### config.mk
export PLATFORM = sky130hd
export DESIGN_NAME = alu_issue
export DESIGN_NICKNAME = d
export VERILOG_FILES = /design/src/rtl/alu_issue.sv
export SDC_FILE = /design/constraint.sdc
export NUM_CORES = 1
export LEC_CHECK = 0
export CORE_ASPECT_RATIO = 2
export CORE_MARGIN = 2
export CORE_UTILIZATION = 41
export DETAILED_ROUTE_END_ITERATION = 6
export PLACE_DENSITY = 0.8
export RECOVER_POWER = 50
export SETUP_SLACK_MARGIN = 0.1
export SYNTH_ARGS = -nofsm -noshare
export SYNTH_HDL_FRONTEND = slang
export SYNTH_SLANG_ARGS = --single-unit
### constraint.sdc
create_clock -name clk -period 2 [get_ports clk]
set_clock_uncertainty 0.2 [all_clocks]
set_input_delay 0.4 -clock clk [delete_from_list [all_inputs] [get_ports clk]]
set_output_delay 0.4 -clock clk [all_outputs]
set_load 0.005 [all_outputs]
### src/rtl/alu_issue.sv
`timescale 1ns/1ps
`default_nettype none
// ============================================================================
// alu_issue : request/response sequencer that feeds one op at a time to the ALU
// Rev 1.0
// ============================================================================
module alu_issue #(
  parameter int              DATA_W      = 32,
  parameter int              SEL_W       = 9,
  parameter logic [SEL_W-1:0] IDLE_SEL   = 9'h100,
  parameter int              TAG_W       = 4,
  parameter int              TIMEOUT_CYC = 16
) (
  input  logic              clk,
  input  logic              rst,
  input  logic              req_valid,
  output logic              req_ready,
  input  logic [DATA_W-1:0] req_a,
  input  logic [DATA_W-1:0] req_b,
  input  logic [SEL_W-1:0]  req_fnct,
  input  logic [TAG_W-1:0]  req_tag,
  output logic [DATA_W-1:0] inp_a,
  output logic [DATA_W-1:0] inp_b,
  output logic [SEL_W-1:0]  fnct_sel,
  input  logic              alu_ack,
  input  logic [DATA_W-1:0] out,
  input  logic              cf,
  input  logic              nf,
  input  logic              zf,
  input  logic              vf,
  output logic              rsp_valid,
  input  logic              rsp_ready,
  output logic [DATA_W-1:0] rsp_data,
  output logic [3:0]        rsp_flags,
  output logic [TAG_W-1:0]  rsp_tag,
  output logic              rsp_err,
  output logic              busy
);

  typedef enum logic [1:0] {
    S_IDLE = 2'd0,
    S_EXEC = 2'd1,
    S_RESP = 2'd2
  } state_t;

  localparam logic [7:0] LAST_CNT = 8'(TIMEOUT_CYC - 1);

  state_t            state_q;
  logic [DATA_W-1:0] a_q;
  logic [DATA_W-1:0] b_q;
  logic [SEL_W-1:0]  sel_q;
  logic [TAG_W-1:0]  tag_q;
  logic [7:0]        cnt_q;
  logic              req_ready_q;
  logic              busy_q;
  logic              rsp_valid_q;
  logic [DATA_W-1:0] rsp_data_q;
  logic [3:0]        rsp_flags_q;
  logic [TAG_W-1:0]  rsp_tag_q;
  logic              rsp_err_q;

  always_ff @(posedge clk) begin
    if (rst) begin
      state_q     <= S_IDLE;
      a_q         <= '0;
      b_q         <= '0;
      sel_q       <= IDLE_SEL;
      tag_q       <= '0;
      cnt_q       <= '0;
      req_ready_q <= 1'b1;
      busy_q      <= 1'b0;
      rsp_valid_q <= 1'b0;
      rsp_data_q  <= '0;
      rsp_flags_q <= '0;
      rsp_tag_q   <= '0;
      rsp_err_q   <= 1'b0;
    end else begin
      case (state_q)
        S_IDLE: begin
          if (req_valid) begin
            a_q         <= req_a;
            b_q         <= req_b;
            sel_q       <= req_fnct;
            tag_q       <= req_tag;
            cnt_q       <= '0;
            req_ready_q <= 1'b0;
            busy_q      <= 1'b1;
            state_q     <= S_EXEC;
          end
        end
        S_EXEC: begin
          cnt_q <= cnt_q + 8'd1;
          // An ack on the final allowed cycle still counts as a good result.
          if (alu_ack) begin
            rsp_data_q  <= out;
            rsp_flags_q <= {cf, nf, zf, vf};
            rsp_tag_q   <= tag_q;
            rsp_err_q   <= 1'b0;
            rsp_valid_q <= 1'b1;
            sel_q       <= IDLE_SEL;
            state_q     <= S_RESP;
          end else if (cnt_q == LAST_CNT) begin
            rsp_data_q  <= '0;
            rsp_flags_q <= '0;
            rsp_tag_q   <= tag_q;
            rsp_err_q   <= 1'b1;
            rsp_valid_q <= 1'b1;
            sel_q       <= IDLE_SEL;
            state_q     <= S_RESP;
          end
        end
        S_RESP: begin
          if (rsp_ready) begin
            rsp_valid_q <= 1'b0;
            req_ready_q <= 1'b1;
            busy_q      <= 1'b0;
            state_q     <= S_IDLE;
          end
        end
        default: begin
          state_q     <= S_IDLE;
          sel_q       <= IDLE_SEL;
          req_ready_q <= 1'b1;
          busy_q      <= 1'b0;
          rsp_valid_q <= 1'b0;
        end
      endcase
    end
  end

  assign req_ready = req_ready_q;
  assign busy      = busy_q;
  assign inp_a     = a_q;
  assign inp_b     = b_q;
  assign fnct_sel  = sel_q;
  assign rsp_valid = rsp_valid_q;
  assign rsp_data  = rsp_data_q;
  assign rsp_flags = rsp_flags_q;
  assign rsp_tag   = rsp_tag_q;
  assign rsp_err   = rsp_err_q;

endmodule
`default_nettype wire

==> metrics, run 1 <==
FMAX 535 MHz; worst min path class in2reg; remaining global-route overflow 0; most common cell after layout, fill and taps aside nand2_1; vias per cell ~5; Max-cap violations 0; Final GP Congestion about 0.82; Leak Pwr between 3 and 4 nW; Clk pin slew, worst setup/hold paths ~0.050 ns; root buffer cell clkbuf_16; critical path arrival ~1.3 ns; design area approximately 0.0081 mm²; Synth Instances 600; initial antenna violation count 1; number of global-route vias before repair 5053; Antenna Nets Post-Route 0; Slew @ Worst Pin approximately 0.46 ns; WL per Instance 15.7 µm; most frequent cells in the layout nand2_1 (215), clkdlybuf4s50_1 (185), dfxtp_1 (126), a21oi_1 (117), clkdlybuf4s25_1 (38); Synth Flop Type dfxtp_1; total track usage 0.238; final setup fails 0; # port buffers 234; Avg Cell Area, Syn roughly 8 µm²; pwr/cell area around 850 mW/mm²; CP endpoint kind output pin; Slew headroom 0.692; die width 81.6 µm; Core Area 0.0118 mm²; Post-route DRC 0; Yosys cell types 47; endpoints failing hold 0; CP Max Fanout 2; pre-CTS setup slack -0.157 ns; crit path kind reg2out; Peak VDD IR about 630 µV; Post-Route WL between 15 and 20 mm; Die Y-Extent ~160 µm; CP required between 1 and 1.5 ns; Starting Density 0.420; post-placement cell area ~0.0075 mm²; H-tree depth 4; cts hold-fix bufs 0; Final Critical Period around 1.9 ns; postcts setup bufs 0; worst setup margin 0.130 ns; slowest stage cell, crit path clkdlybuf4s50_1; warnings from Yosys 0; Post-CTS Resized 11; CTS tree yes; floorplan row count 56; global-route wire length before repair 23.9 mm; Tcrit/Tclk final 0.935; Worst Path Buf+Inv 1; post-synthesis register bit count around 130; Iteration-0 DRC Markers 192; HPWL after DPL 11.5 mm; NumNets Final ~950; Layout area overhead 63.1%; Syn Std Cell Area between 0.004 and 0.005 mm²; layout cell share with drive strength beyond 1 0.0864; R2R setup slack ~0.18 ns; Ports roughly 240; clk sinks between 100 and 150; EDFF count, synth 0; status finished clean; Max Buffers Root-to-Sink 2; CP cell instances clkdlybuf4s50_1; pin count of the biggest net entering global routing between 60 and 70; post-synthesis sequential area ratio 0.531; Mapped Nets ~700; final slew viol count 0; hold_ws around 0.18 ns; Top delay family on crit path buffers and inverters; Worst-Skew Late Latency 0.40 ns; fraction of registers with async set/reset 0; CP max stage delay around 0.54 ns; die area ~0.013 mm²; RSZ-0062 raised after global routing false; DRT Pass-1 Iters 5; via count ~5000; CTS buffer count 17; crit start category flop
-- logic make-up after synthesis --
logic type	count (synthesis)	synth area share
flip-flops	131	0.531
AND/OR/NAND/NOR	258	0.225
multiplexers	12	0.0251
buffers and inverters	55	0.0552
AO/OA/AOI/OAI	143	0.162
adder cells (fa/ha/maj)	1	0.00253
-- cell usage after synthesis (2+ instances only) --
master    number  area share
o221ai_1       4      0.0071
o22ai_1        8       0.010
nand3_1        3      0.0030
clkbuf_1      19       0.014
nor2b_1        2      0.0025
inv_1         10      0.0076
nor3b_1        4      0.0061
a211oi_1       2      0.0030
a21oi_1      117        0.12
mux2i_1        9       0.018
or2_2          2      0.0025
dfxtp_1      131        0.53
nor2_1         7      0.0053
buf_6          4      0.0091
and4b_1        4      0.0081
buf_4          4      0.0061
nand2b_1       2      0.0025
and3_1         2      0.0025
mux2_2         3      0.0068
nand4_1        6      0.0076
buf_2         17       0.017
nand2_1      215        0.16
-- sequential cells by signal, indices dropped and copies added, names as in the netlist --
signal     count
rsp_data      32
busy           1
rsp_flags      4
cnt_q          8
rsp_tag        4
fnct_sel       9
inp_a         32
inp_b         32
tag_q          4
req_ready      1
rsp_valid      1
state_q        2
rsp_err        1
-- path summary, 6_finish.rpt --
| kind | startpoint | to | cells past startpoint |
|---|---|---|---|
| worst max-delay path | inp_b[29] | inp_b[29] | 1 |
| worst min-delay path | rst | cnt_q[0] | 2 |
| worst max register to register | cnt_q[0] | rsp_data[7] | 5 |
| worst min register to register | rsp_data[18] | rsp_data[18] | 2 |
-- per-stage QoR --
step	util	total power, mW	TNS [ns]	cells
6_report	0.685	6.89	0	991
5_1_grt	0.685	7.17	0	991
4_1_cts	0.686	6.98	0	990
3_5_place_dp	0.636	3.87	-9.11	959
3_3_place_gp	0.636	3.84	-6.43	959
2_1_floorplan	-	3.25	0	600
-- final cells by class --
| type | count | area [µm²] |
|---|---|---|
| Fill cell | 950 | 3710 |
| Tap cell | 145 | 181 |
| Timing Repair Buffer | 259 | 2560 |
| Multi-Input combinational cell | 414 | 2050 |
| Clock buffer | 19 | 443 |
| Antenna cell | 1 | 2.50 |
| Sequential cell | 131 | 2630 |
| Inverter | 10 | 37.5 |
| Clock inverter | 12 | 159 |
-- layer usage --
layer  wire length (µm)  GRT usage  share of wire
met4                761      0.136          0.049
met2               8950      0.459           0.58
met1               5090      0.210           0.33
met3                746     0.0527          0.048
met5                  0          0              0
-- power breakdown --
part | switching (mW) | internal, mW | total, mW
logic | 0.401 | 0.552 | 0.953
clock network | 1.11 | 1.99 | 3.10
registers | 0.0837 | 2.76 | 2.84
No activity file was read; power rests on OpenSTA's default activity.
==> inputs of run 2 (changes only) <==
--- a/config.mk
+++ b/config.mk
@@ -5,6 +5,7 @@
 export SDC_FILE = /design/constraint.sdc
 export NUM_CORES = 1
 export LEC_CHECK = 0
+export ABC_CLOCK_PERIOD_IN_PS = 2000
 export CORE_ASPECT_RATIO = 2
 export CORE_MARGIN = 2
 export CORE_UTILIZATION = 41
==> results of run 2 <==
Final layout, timing and power as in run 1 (identical DEF).
==> inputs of run 3 (changes only) <==
--- a/config.mk
+++ b/config.mk
@@ -6,11 +6,14 @@
 export NUM_CORES = 1
 export LEC_CHECK = 0
 export ABC_CLOCK_PERIOD_IN_PS = 2000
+export CELL_PAD_IN_SITES_DETAIL_PLACEMENT = 0
+export CELL_PAD_IN_SITES_GLOBAL_PLACEMENT = 1
 export CORE_ASPECT_RATIO = 2
 export CORE_MARGIN = 2
-export CORE_UTILIZATION = 41
+export CORE_UTILIZATION = 29
 export DETAILED_ROUTE_END_ITERATION = 6
-export PLACE_DENSITY = 0.8
+export GPL_TIMING_DRIVEN = 0
+export PLACE_DENSITY_LB_ADDON = 0.1
 export RECOVER_POWER = 50
 export SETUP_SLACK_MARGIN = 0.1
 export SYNTH_ARGS = -nofsm -noshare
==> run 3 against run 2 <==
First-iteration DRC count is 34% lower. Global-route usage is 5.8 points lower. Clock-buffer cell count is 4 higher. Via count is 0.52% lower. Non-clock buffer count is 19 higher.
==> metrics, run 3 (same netlist as run 1, synthesis figures left out) <==
most common cell after layout, fill and taps aside nand2_1; vias per cell 4.66 (-7.8%); post-placement cell area 0.00753 mm² (+0.70%); pwr/cell area 822 mW/mm² (-3.8%); CP required 1.40 ns (about the same); endpoints failing hold 0 (unchanged); Ports 235 (unchanged); Post-Route WL 16.2 mm (+4.2%); Tcrit/Tclk final 0.951 (+0.0161); Peak VDD IR 477 µV (-25%); final setup fails 0 (unchanged); status finished clean; total track usage 0.180 (-0.0582); Antenna Nets Post-Route 0 (unchanged); HPWL after DPL 12.4 mm (+7.5%); Slew headroom 0.655 (-0.0373); Layout area overhead 64.2%; CTS buffer count 17 (unchanged); floorplan row count 67 (+20%); H-tree depth 4 (unchanged); Leak Pwr 3.09 nW (+2.8%); Core Area 0.0168 mm² (+42%); Final GP Congestion 0.814 (-0.88%); root buffer cell clkbuf_16; CP cell instances dlygate4sd3_1; crit start category flop; layout cell share with drive strength beyond 1 0.102 (+0.0157); CP Max Fanout 2 (unchanged); Max Buffers Root-to-Sink 2 (unchanged); global-route wire length before repair 25.2 mm (+5.5%); Final Core Density 0.484 (-0.201); FMAX 526 MHz (-1.7%); pin count of the biggest net entering global routing 17 (-74%); slowest stage cell, crit path dlygate4sd3_1; Worst-Skew Late Latency 0.41 ns (about the same); die area 0.0182 mm² (+40%); clk sinks 131 (unchanged); Starting Density 0.295 (-0.125); R2R setup slack 0.1 ns (-0.08 ns); Max-cap violations 0 (unchanged); CP endpoint kind output pin; DRT Pass-1 Iters 4 (-1); Clk pin slew, worst setup/hold paths 0.05 ns (about the same); Worst Path Buf+Inv 1 (unchanged); design area 0.00812 mm² (+0.65%); critical path arrival 1.30 ns (+0.03 ns); pre-CTS setup slack -0.549 ns (-0.392 ns); CP max stage delay 0.57 ns (+0.03 ns); Iteration-0 DRC Markers 127 (-34%); worst min path class in2reg; Top delay family on crit path buffers and inverters; number of global-route vias before repair 5033 (-0.40%); final slew viol count 0 (unchanged); die width 96.3 µm (+18%); WL per Instance 15.2 µm (-3.4%); initial antenna violation count 0 (-1); RSZ-0062 raised after global routing false; CTS tree yes; Die Y-Extent 189 µm (+18%); # port buffers 233 (-0.43%); Tot Pwr 6.67 mW (-3.2%); Ant. Diodes 0 (-1); Post-route DRC 0 (unchanged); worst setup margin 0.0974 ns (-0.0322 ns); via count 4981 (-0.52%); NumNets Final 971 (+2.0%); most frequent cells in the layout nand2_1 (215), clkdlybuf4s50_1 (184), dfxtp_1 (125), a21oi_1 (112), clkdlybuf4s25_1 (28); Final Critical Period 1.90 ns (+0.0322 ns); sum of negative setup slack 0 ns (unchanged); remaining global-route overflow 0 (unchanged); Slew @ Worst Pin 0.518 ns (+0.0570 ns); crit path kind reg2out
==> run 3: path summary, 6_finish.rpt <==
path,from,to,cells after the start
worst max-delay path,inp_a[5],inp_a[5],1
worst min-delay path,alu_ack,rsp_tag[3],4
worst max register to register,cnt_q[4],fnct_sel[7],3
worst min register to register,rsp_data[11],rsp_data[11],2
==> run 3: where the power goes <==
| part | leakage [nW] | switching, mW | internal, mW |
|---|---|---|---|
| Combinational | 1.74 | 0.403 | 0.546 |
| Clock | 0.274 | 1.07 | 1.81 |
| Sequential | 1.07 | 0.0813 | 2.76 |
| Total | 3.09 | 1.56 | 5.11 |
==> run 3: routing by layer <==
layer  vias to the layer above  global-route usage  part of all wire
met3                        25              0.0408             0.066
li1                       2499                   -                 -
met2                       174               0.346              0.57
met1                      2283               0.172              0.34
met5                         -                   0                 0
met4                         0              0.0802             0.026
==> run 3: area by class of cell <==
| class | count | area (µm²) |
|---|---|---|
| clock buffers | 23 | 488 |
| well taps | 207 | 259 |
| inverters | 10 | 37.5 |
| clock inverters | 6 | 55.1 |
| repair buffers | 234 | 2310 |
| plain buffers | 44 | 274 |
| flip-flops and latches | 131 | 2630 |
| fillers | 1693 | 8650 |
| multi-input cells | 414 | 2060 |
==> run 3: stage by stage <==
step | instances | hold WS, ns
final | 1069 | 0.227
after global placement | 1040 | 0.242
after CTS | 1068 | 0.197
after detailed placement | 1040 | 0.248
after floorplan | 600 | 0.246
after global routing | 1069 | 0.236
==> run 3: repair_timing <==
item,4_1_cts,5_1_grt
pin swaps,0,1
buffers inserted,0,1
hold buffers,0,0
resized for setup,28,66
setup endpoints to repair,126,137
gates cloned,0,0
==> run 3: worst min-delay path: cells and delay by family <==
family	cells	cell delay, ns
buffers and inverters	1	0.11
AND/OR/NAND/NOR	2	0.16
AO/OA/AOI/OAI	1	0.10
==> RTL change 1, RTL diff (settings of run 2) <==
Set the parameter `TAG_W` to 5 (it was 4).
--- a/src/rtl/alu_issue.sv
+++ b/src/rtl/alu_issue.sv
@@ -9,5 +9,5 @@
   parameter int              SEL_W       = 9,
   parameter logic [SEL_W-1:0] IDLE_SEL   = 9'h100,
-  parameter int              TAG_W       = 4,
+  parameter int              TAG_W       = 5,
   parameter int              TIMEOUT_CYC = 16
 ) (
Interface: changed (resized req_tag and rsp_tag); port bits go from 235 to 237. The function was not compared with the original's and may differ.
==> RTL change 1 against run 2 <==
- total power up 4.8%
- global-route usage up 0.42 points
- design area rose by 2.1%
- synthesized area grew 1.4%
- sequential cell count grew 2
- first-iteration DRC count increased by 35%
- worst setup slack got worse by 0.0034 ns
- routed wire length up 3.2%
- critical path type unchanged
- highest routed layer unchanged
==> RTL change 1: results <==
[final_layout]
nNetsFinal = 968
layout-drive-gt1-share_pct = 8.84
fillers = 967
antenna_cells = 0

[global_route]
grt_use_met2_pct = 45.3
grt.total_usage_pct = 24.2
grt_first_pass_wirelength_um = 24600
grt_pass1_vias = 5295
grt_use_met1_pct = 22.2
grt_max_degree = 52
antenna_found_initial = 0
grt_util_met3_pct = 6.46

[logic_synthesis]
netlist_top_cells_count = nand2_1 (218), dfxtp_1 (133), a21oi_1 (119), clkbuf_1 (22), buf_2 (13)
synth_ff_type = dfxtp_1
yosys-top-cells-area = dfxtp_1 (53%), nand2_1 (16%), a21oi_1 (12%)
syn-num-nets = 730
ys_seq_area_share_pct = 53.1
synth_area_um2 = 5010
async_flop_share_pct = 0

[detailed_routing]
wirelength_um = 16000
detail_route.vias_per_cell = 5.15
first_pass_iters = 4
first_iter_violations = 260

[timing]
hold-worst-slack_ns = 0.244
max_slew_margin_pct = 63.1

[pwr]
irDropWorstVdd_mv = 0.726
p_leak_nw = 3.12

[critical_path]
crit-reg2reg-launch = cnt_q[7]
cp-startpoint = inp_a[4]
r2r_slack_ns = 0.15
critPathMaxFanout = 2
ff2ff_path_depth = 3

[min_path]
hold_path_class = input pin to register

[place]
gp_congestion = 0.887
hpwlAfterDp_um = 11800
numPortBuffers = 236

[status]
status = complete, no violations
[RTL change 1: cells by family (layout without fill, tap and decap cells)]
logic type / count (synthesis) / in the layout / share of synthesized area, %
AND/OR/NAND/NOR: 263 / 263 / 22.6
AO/OA/AOI/OAI: 146 / 146 / 16.4
flip-flops: 133 / 133 / 53.1
buffers and inverters: 55 / 305 / 5.17
multiplexers: 12 / 12 / 2.47
adder cells (fa/ha/maj): 1 / 1 / 0.250
[RTL change 1: path summary, 6_finish.rpt]
path / endpoint
max reg2reg: fnct_sel[4]
min: tag_q[4]
min reg2reg: rsp_data[29]
max: inp_a[4]
[RTL change 1: stage by stage]
stage / worst slack (ns) / power, W / area, µm² / instances
floorplan: 0.226 / 0.00329 / 5010 / 610
global placement: -0.123 / 0.00390 / 7620 / 976
detailed placement: -0.150 / 0.00394 / 7620 / 976
CTS: 0.101 / 0.00730 / 8250 / 1007
global route: 0.0669 / 0.00748 / 8230 / 1007
finish: 0.126 / 0.00722 / 8230 / 1007
[RTL change 1: layout make-up]
class | instances | area (µm²) | share of cell area (%)
clock inverters | 12 | 204 | 2.48
inverters | 10 | 37.5 | 0.456
multi-input cells | 422 | 2090 | 25.4
flip-flops and latches | 133 | 2670 | 32.4
clock buffers | 19 | 443 | 5.38
repair buffers | 264 | 2610 | 31.7
well taps | 147 | 184 | 2.23
[RTL change 1: power by group]
part | leakage, nW | internal (W) | switching, W | total (W)
sequential | 1.09 | 0.00280 | 0.0000795 | 0.00288
clock | 0.317 | 0.00224 | 0.00112 | 0.00336
combinational | 1.71 | 0.000559 | 0.000419 | 0.000978
[RTL change 1: worst register-to-register path, stage by stage, from the launching register on]
cell,delay (ns)
dfxtp_1,0.35
or4_4,0.56
o2111ai_2,0.43
o22ai_1,0.17
[RTL change 1: per-layer routing]
metal / wire (µm) / part of all wire (%)
met5: 0 / 0
met4: 888 / 5.5
met3: 868 / 5.4
met2: 9010 / 56
met1: 5280 / 33
[RTL change 1: timing repair]
action / in CTS / in global routing
endpoints found under the setup margin: 13 / 40
gates resized for setup: 13 / 36
buffers inserted: 0 / 0
==> RTL change 2, RTL diff (flow settings as in run 2) <==
Without the edit above. The 3 states of `state_t` get a one-hot encoding in 3 bits.
--- a/src/rtl/alu_issue.sv
+++ b/src/rtl/alu_issue.sv
@@ -38,8 +38,8 @@
 );
 
-  typedef enum logic [1:0] {
-    S_IDLE = 2'd0,
-    S_EXEC = 2'd1,
-    S_RESP = 2'd2
+  typedef enum logic [2:0] {
+    S_IDLE = 3'b001,
+    S_EXEC = 3'b010,
+    S_RESP = 3'b100
   } state_t;
 
Function: same outputs for any inputs over 4 cycles, from zero or initial values and one cycle with rst high; so few cycles prove little.
==> RTL change 2 against run 2 <==
- routed wire length up 0.94%
- sequential cell count is 1 higher
- total power increased by 2.8%
- worst setup slack lost 0.018 ns
- design area down 1.1%
- utilization grew 1.8 points
- synthesized area decreased by 3.2%
- critical path depth unchanged
- critical endpoint is now inp_a[2]
- highest routed layer unchanged
==> RTL change 2: results <==
[place]
numPortBuffers = 234
place_area_um2 = 7260
gp_congestion = 0.812
hpwlAfterDp_um = 10900

[detailed_routing]
first_iter_violations = 234
wirelength_um = 15700
detail_route.vias_per_cell = 5.19

[final_layout]
nNetsFinal = 928
area.growth.synth_to_final_pct = 66.8
fillers = 886
antenna_cells = 0
layout-drive-gt1-share_pct = 8.03

[timing]
max_slew_margin_pct = 66.3

[clocking]
cts_made_buffers = 17
clk_pin_slew_worst_paths_ns = 0.05
cts.path.max_buffers = 2
htree_num_levels = 4
clkLatencyLatePin_ns = 0.40
cts_root_buffer = clkbuf_16

[status]
status = complete, no violations

[logic_synthesis]
ys_types = 39
syn-num-nets = 702
yosys-top-cells-area = dfxtp_1 (55%), nand2_1 (14%), a21oi_1 (12%)
netlist_top_cells_count = nand2_1 (175), dfxtp_1 (132), a21oi_1 (116), o21ai_0 (43), clkbuf_1 (28)
synth_ff_type = dfxtp_1
ys_seq_area_share_pct = 55.2
yosys_warnings = 0

[critical_path]
cp_top_family = buffers and inverters
ff2ff_path_depth = 7
crit_arrival_ns = 1.29
critPathMaxFanout = 2
max_stage_delay_ns = 0.57
slowest_stage = dlygate4sd3_1

[global_route]
grt_max_degree = 65
grt_pass1_vias = 4881
grt.total_usage_pct = 24.2
antenna_found_initial = 0
grt_first_pass_wirelength_um = 23600

[pwr]
p_leak_nw = 2.91
irDropWorstVdd_mv = 0.891

[min_path]
hold_path_depth = 2
hold_path_class = input pin to register
[RTL change 2: cell types whose count changed in the layout (fill, tap and decap cells not counted), moves of 9 or more]
cell / delta
o21ai_0: +42
nand2_1: -40
clkdlybuf4s50_1: +21
clkdlybuf4s25_1: -14
a22o_1: +9
dlygate4sd2_1: -9
mux2i_1: -9
[RTL change 2: per-layer routing]
metal,up-vias,share of wire [%],global-route usage (%)
li1,2416,-,-
met1,2340,35,24.3
met2,197,54,42.6
met3,52,5.9,7.32
met4,0,5.1,14.7
met5,-,0,0
[RTL change 2: area by class of cell]
cell class	count	area share (%)
Tap cell	142	2.23
Inverter	2	0.0941
Timing Repair Buffer	255	32.0
Clock buffer	21	5.77
Sequential cell	132	33.2
Clock inverter	11	2.48
Multi-Input combinational cell	401	24.1
[RTL change 2: worst reg2reg max path, cell delays in order, from the launching register on]
cell and delay, ns:
dfxtp_2 0.33, ha_1 0.23, and3_2 0.25, a21oi_4 0.17, buf_12 0.13, clkbuf_4 0.21
o21ai_0 0.11, a21oi_1 0.15
[RTL change 2: report_power, final]
group          switching, W  total (W)  internal, W
Clock               0.00113    0.00342      0.00229
Sequential        0.0000650    0.00282      0.00275
Combinational      0.000357   0.000851     0.000494
[RTL change 2: stage by stage]
stage / setup slack (ns) / std cells / hold WS (ns)
final: 0.112 / 964 / 0.163
after CTS: 0.104 / 960 / 0.153
after global placement: 0.0433 / 928 / 0.232
after detailed placement: -0.0588 / 928 / 0.241
after floorplan: 0.186 / 583 / 0.237
after global routing: 0.0507 / 964 / 0.173
[RTL change 2: cells by family after synthesis]
group           Yosys count  synth area share [%]
simple gates            217                  18.9
fa+ha+maj                 1                 0.262
flops                   132                  55.2
buf+inv                  50                  4.89
compound gates          182                  20.6
xor+xnor                  1                 0.183
[RTL change 2: path summary, 6_finish.rpt]
check              start           to  slack, ns
min reg2reg  fnct_sel[8]  fnct_sel[8]       0.25
max             inp_a[2]     inp_a[2]       0.11
max reg2reg     cnt_q[0]   rsp_tag[0]       0.14
min                  rst     cnt_q[0]       0.16
[RTL change 2: timing repair]
item / CTS / global route
cloned: 0 / 3
setup buffers: 0 / 1
setup endpoints to repair: 6 / 37
pin swaps: 0 / 1
gates resized for setup: 4 / 34
